**src/rtl/onehot_encoder_pkg.sv**
```systemverilog
// Shared types and constants for the registered 4-to-2 one-hot encoder.
// Holds the FSM state encoding, the input class encoding, the output code
// constants and the error counter saturation value.
package onehot_encoder_pkg;

    typedef enum logic [1:0] {
        ST_IDLE   = 2'd0,
        ST_SETTLE = 2'd1,
        ST_LOCKED = 2'd2,
        ST_FAULT  = 2'd3
    } state_t;

    typedef enum logic [1:0] {
        CL_ZERO  = 2'd0,
        CL_ONE   = 2'd1,
        CL_MULTI = 2'd2
    } class_t;

    localparam logic [1:0] CODE_A = 2'b00;
    localparam logic [1:0] CODE_B = 2'b01;
    localparam logic [1:0] CODE_C = 2'b10;
    localparam logic [1:0] CODE_D = 2'b11;

    localparam logic [7:0] ERR_MAX = 8'd255;

endpackage

```
**src/rtl/onehot_classify.sv**
```systemverilog
// Combinational classifier: maps vec={a,b,c,d} to ZERO/ONE/MULTI plus a 2-bit code.
// Ports: i_vec (a is the MSB), o_class, o_code (CODE_A when not ONE).
// Macro ONEHOT_ENCODER_PRIORITY_EN: multi-hot resolves to the highest line (d>c>b>a).
module onehot_classify
    import onehot_encoder_pkg::*;
(
    input  logic [3:0] i_vec,
    output class_t     o_class,
    output logic [1:0] o_code
);

    always_comb begin
        o_class = CL_ZERO;
        o_code  = CODE_A;
`ifdef ONEHOT_ENCODER_PRIORITY_EN
        // d sits in bit 0, so it is tested first to win over the others.
        if (i_vec[0]) begin
            o_class = CL_ONE;
            o_code  = CODE_D;
        end else if (i_vec[1]) begin
            o_class = CL_ONE;
            o_code  = CODE_C;
        end else if (i_vec[2]) begin
            o_class = CL_ONE;
            o_code  = CODE_B;
        end else if (i_vec[3]) begin
            o_class = CL_ONE;
            o_code  = CODE_A;
        end
`else
        case (i_vec)
            4'b0000: o_class = CL_ZERO;
            4'b1000: begin o_class = CL_ONE; o_code = CODE_A; end
            4'b0100: begin o_class = CL_ONE; o_code = CODE_B; end
            4'b0010: begin o_class = CL_ONE; o_code = CODE_C; end
            4'b0001: begin o_class = CL_ONE; o_code = CODE_D; end
            default: o_class = CL_MULTI;
        endcase
`endif
    end

endmodule

```
**src/rtl/onehot_encoder.sv**
```systemverilog
// Registered 4-to-2 encoder with stability filter and multi-hot fault detection.
// Ports: clk, reset (sync, active-high), a/b/c/d in; x1/x2 code, valid, changed pulse,
//        sticky error, saturating err_count out. Macro: ONEHOT_ENCODER_PRIORITY_EN.
module onehot_encoder
    import onehot_encoder_pkg::*;
#(
    parameter int STABLE_CYCLES = 3
) (
    input  logic       clk,
    input  logic       reset,
    input  logic       a,
    input  logic       b,
    input  logic       c,
    input  logic       d,
    output logic       x1,
    output logic       x2,
    output logic       valid,
    output logic       changed,
    output logic       error,
    output logic [7:0] err_count
);

    localparam logic [3:0] STABLE_N = 4'(STABLE_CYCLES);

    state_t     r_state;
    logic [1:0] r_cand;
    logic [3:0] r_cnt;
    logic [1:0] r_code;
    logic       r_valid;
    logic       r_changed;
    logic       r_error;
    logic [7:0] r_err_count;

    state_t     w_state_nxt;
    logic [1:0] w_cand_nxt;
    logic [3:0] w_cnt_nxt;
    logic [1:0] w_code_nxt;
    logic       w_valid_nxt;
    logic       w_changed_nxt;
    logic       w_error_nxt;
    logic [7:0] w_err_count_nxt;

    class_t     w_class;
    logic [1:0] w_code;
    logic [3:0] w_cnt_inc;
    logic       w_new_cand;
    logic       w_publish;
    logic       w_fault_entry;
    logic [1:0] w_pub_code;

    onehot_classify u_classify (
        .i_vec   ({a, b, c, d}),
        .o_class (w_class),
        .o_code  (w_code)
    );

    assign w_cnt_inc = r_cnt + 4'd1;

    always_comb begin
        w_state_nxt     = r_state;
        w_cand_nxt      = r_cand;
        w_cnt_nxt       = r_cnt;
        w_code_nxt      = r_code;
        w_valid_nxt     = r_valid;
        w_changed_nxt   = 1'b0;
        w_error_nxt     = r_error;
        w_err_count_nxt = r_err_count;
        w_new_cand      = 1'b0;
        w_publish       = 1'b0;
        w_fault_entry   = 1'b0;
        w_pub_code      = r_cand;

        // First decide which kind of transition happens, then apply its effects once.
        case (r_state)
            ST_IDLE: begin
                if (w_class == CL_ONE)        w_new_cand    = 1'b1;
                else if (w_class == CL_MULTI) w_fault_entry = 1'b1;
            end
            ST_SETTLE: begin
                if (w_class == CL_ONE) begin
                    if (w_code == r_cand) begin
                        w_cnt_nxt = w_cnt_inc;
                        if (w_cnt_inc == STABLE_N) w_publish = 1'b1;
                    end else begin
                        w_new_cand = 1'b1;
                    end
                end else if (w_class == CL_MULTI) begin
                    w_fault_entry = 1'b1;
                end else begin
                    w_state_nxt = ST_IDLE;
                    w_valid_nxt = 1'b0;
                end
            end
            ST_LOCKED: begin
                // r_cand still equals the published code while locked.
                if (w_class == CL_ONE) begin
                    if (w_code != r_cand) w_new_cand = 1'b1;
                end else if (w_class == CL_MULTI) begin
                    w_fault_entry = 1'b1;
                end else begin
                    w_state_nxt = ST_IDLE;
                    w_valid_nxt = 1'b0;
                end
            end
            default: begin
                // FAULT: only an all-zero input releases it.
                if (w_class == CL_ZERO) begin
                    w_state_nxt = ST_IDLE;
                    w_error_nxt = 1'b0;
                end
            end
        endcase

        if (w_new_cand) begin
            w_cand_nxt = w_code;
            w_cnt_nxt  = 4'd1;
            // A one-sample filter publishes on the very first sample.
            if (STABLE_N == 4'd1) begin
                w_publish  = 1'b1;
                w_pub_code = w_code;
            end else begin
                w_state_nxt = ST_SETTLE;
            end
        end

        if (w_publish) begin
            w_code_nxt    = w_pub_code;
            w_valid_nxt   = 1'b1;
            w_changed_nxt = 1'b1;
            w_state_nxt   = ST_LOCKED;
        end

        if (w_fault_entry) begin
            w_state_nxt = ST_FAULT;
            w_error_nxt = 1'b1;
            w_valid_nxt = 1'b0;
            if (r_err_count != ERR_MAX) w_err_count_nxt = r_err_count + 8'd1;
        end
    end

    always_ff @(posedge clk) begin
        if (reset) begin
            r_state     <= ST_IDLE;
            r_cand      <= CODE_A;
            r_cnt       <= 4'd0;
            r_code      <= CODE_A;
            r_valid     <= 1'b0;
            r_changed   <= 1'b0;
            r_error     <= 1'b0;
            r_err_count <= 8'd0;
        end else begin
            r_state     <= w_state_nxt;
            r_cand      <= w_cand_nxt;
            r_cnt       <= w_cnt_nxt;
            r_code      <= w_code_nxt;
            r_valid     <= w_valid_nxt;
            r_changed   <= w_changed_nxt;
            r_error     <= w_error_nxt;
            r_err_count <= w_err_count_nxt;
        end
    end

    assign x1        = r_code[1];
    assign x2        = r_code[0];
    assign valid     = r_valid;
    assign changed   = r_changed;
    assign error     = r_error;
    assign err_count = r_err_count;

endmodule
```
**config.mk**
```make
export PLATFORM = sky130hd
export DESIGN_NAME = onehot_encoder
export DESIGN_NICKNAME = d
export VERILOG_FILES = /design/src/rtl/onehot_encoder_pkg.sv /design/src/rtl/onehot_classify.sv /design/src/rtl/onehot_encoder.sv
export SDC_FILE = /design/constraint.sdc
export NUM_CORES = 1
export LEC_CHECK = 0
export ABC_AREA = 1
export CAP_MARGIN = 0
export CORE_MARGIN = 4
export CORE_UTILIZATION = 51
export CTS_CLUSTER_SIZE = 30
export DETAILED_ROUTE_END_ITERATION = 8
export PLACE_DENSITY = 0.81
export SYNTH_ARGS = -nofsm -noshare
export SYNTH_HDL_FRONTEND = slang
export SYNTH_SLANG_ARGS = --single-unit
```
**constraint.sdc**
```tcl
create_clock -name clk -period 1.8 [get_ports clk]
set_input_delay 0.54 -clock clk [delete_from_list [all_inputs] [get_ports clk]]
set_output_delay 0.54 -clock clk [all_outputs]
set_load 0.005 [all_outputs]
```
==> results.yml <==
layout:
  antenna_cells: 0
  finalCoreUtilization: 0.727
  mostFrequentLayoutCells: "nand2_1 (37), inv_1 (18), nor2_1 (17), dfxtp_1 (15), clkdlybuf4s50_1 (14)"
  nets: 208
  drive_above_1_share: 0.226
  n_fill_cell: 176
  stdcell_count: 222
  multiInputGateArea_sq_um: 641
  area_growth_pct: 29.6
  regArea_sq_um: 428
  mostFrequentLayoutCell: "nand2_1"
pwr:
  p_per_area_mw_per_mm2: 676
  p_int_mw: 0.685
  power.switching_mw: 0.318
  combPwrFrac: 0.250
  p_leak_nw: 0.656
  swShare: 0.317
  peakVddDrop_mv: 0.447
  p_seq_frac: 0.513
  finalPower_mw: 1.00
  power_frac_clock: 0.237
drt:
  wl_um: 2660
  avgViaCountPerCell: 5.04
  detail-route-antenna-nets: 0
  wl_met3_um: 131
  drt-initial-drc-count: 19
  wl_met2_um: 1290
  drt-met1-wl_um: 1210
  vias: 1119
  routed.top_layer: "met4"
  drc_errors: 0
  drt-pass1-iter-count: 4
  avgRoutedWirePerCell_um: 12.0
logic_synthesis:
  synth_warnings: 0
  netlist_instances: 163
  avgSynthCellArea_sq_um: 7.02
  yosysUniqueCellTypes: 27
  ys_ff_latch: 21
  async_flop_share: 0
  synth_edf_count: 0
  yosysSeqAreaShare: 0.367
  syn-num-nets: 175
  syn_area_sq_mm: 0.00114
  ys.flop_type: "dfxtp_1"
global_routing:
  grt_pass1_wl_um: 4470
  grt-ovfl-total: 0
  grt_usage: 0.175
  antenna_found_initial: 0
  grt_max_degree: 13
  grt_pass1_vias: 1052
floorplanning:
  design.core.area_sq_mm: 0.00204
  start_util: 0.561
  die-area_sq_mm: 0.00307
  die_y_um: 55.4
  ios: 19
  rows: 16
  die_width_um: 55.4
placed_design:
  place_hpwl_um: 1980
  io_buffers: 18
  dp_cells: 216
  gp_congestion: 0.828
sta:
  setup_tns_ns: 0
  period_needed_ns: 1.76
  slew_headroom: 0.757
  finalSetupViolations: 0
  hold_viol: 0
  worstMarginPinSlew_ns: 0.364
  fmax_mhz: 569
  maxSlewViolCount: 0
  period_share: 0.976
  finClkSkew_ns: 0.00499
  rsz0062_at_grt: "true"
clock_network:
  clock_sinks: 21
  clock_path_buffers: 2
  cts_max_level: 1
  cts_tree: "built"
  clkTransAtPathRegs_ns: 0.12
  insertion_delay_ns: 0.31
  cts_root_buf: "clkbuf_4"
  numCtsBuffers: 3
worst_setup_path:
  cp-end-kind: "primary output"
  startpoint_type: "flip-flop"
  path_buf_inv: 1
  critical_path_class: "flip-flop to primary output"
  critPathRequiredTime_ns: 1.26
  crit_chain: "clkdlybuf4s50_1"
  cpMaxStageDelayCell: "clkdlybuf4s50_1"
  max_stage_delay_ns: 0.52
  crit_arrival_ns: 1.22
  path_max_fanout: 5
  crit_family: "buffers and inverters"
worst_hold_path:
  holdCritPathClass: "flip-flop to flip-flop"
status:
  status: "finished clean"
job:
  drv_cap: 0
kinds of logic after synthesis:
logic type                 Yosys count  synth area share
AOI/OAI and AO/OA                   23             0.111
adders and majority gates            6            0.0656
xor gates and xnor gates             2            0.0153
DFF                                 21             0.367
buffers and inverters               26            0.0885
and+or+nand+nor                     85             0.352
Yosys cell counts (2+ instances only):
library cell  instances  area share
a21oi_1              13       0.057
nand4_1               3       0.016
inv_2                 4       0.013
or2_0                 2       0.011
nand3_1              10       0.044
inv_1                19       0.062
nor2_1               18       0.059
nand3_2               2       0.017
nor3_1                2      0.0087
o21ai_0               6       0.026
dfxtp_1              21        0.37
nand2_1              38        0.12
ha_1                  6       0.066
xnor2_1               2       0.015
nor3_2                2       0.017
nand2_2               4       0.022
through the flow:
stage          hold WS [ns]  area, sq um  worst slack, ns
6_report              0.472         1480           0.0438
5_1_grt               0.505         1480         -0.00446
4_1_cts               0.475         1460           0.0111
3_5_place_dp          0.462         1430           -0.440
3_3_place_gp          0.442         1430           -0.331
2_1_floorplan         0.450         1140            0.218
final timing paths:
check	start	endpoint	slack, ns	cells past startpoint
worst max register to register	err_count[0]$_SDFFE_PP0P_	err_count[7]$_SDFFE_PP0P_	0.23	10
worst min-delay path	err_count[0]$_SDFFE_PP0P_	err_count[0]$_SDFFE_PP0P_	0.47	1
worst max-delay path	err_count[6]$_SDFFE_PP0P_	err_count[6]	0.04	1
worst min register to register	err_count[0]$_SDFFE_PP0P_	err_count[0]$_SDFFE_PP0P_	0.47	1
power groups by stage:
| stage | clock network [mW] | registers [mW] | logic, mW |
|---|---|---|---|
| 6_report | 0.238 | 0.514 | 0.251 |
| 2_1_floorplan | 0 | 0.518 | 0.143 |
| 3_5_place_dp | 0 | 0.522 | 0.228 |
| 4_1_cts | 0.250 | 0.513 | 0.233 |
| 5_1_grt | 0.261 | 0.518 | 0.283 |
| 3_3_place_gp | 0 | 0.520 | 0.221 |
sequential cells by signal, indices dropped and copies added, names as in the netlist:
name	count
r_code	2
err_count	8
r_cnt	4
r_cand	2
error	1
r_state	2
valid	1
changed	1
per-layer routing:
metal	track usage	vias up
met2	0.285	30
li1	-	582
met4	0.0521	0
met1	0.232	505
met3	0.0350	2
met5	0	-
layout make-up:
cell class,instances,share of cell area
clock buffers,3,0.0152
clock inverters,1,0.00337
inverters,24,0.0624
multi-input cells,116,0.432
flip-flops and latches,21,0.288
well taps,27,0.0228
repair buffers,30,0.176
timing repair:
action / 4_1_cts / 5_1_grt
buffers inserted: 0 / 2
pin swaps: 1 / 2
setup endpoints to repair: 17 / 12
resized for setup: 10 / 7
hold buffers: 0 / 0
No activity file was read; power rests on OpenSTA's default activity.
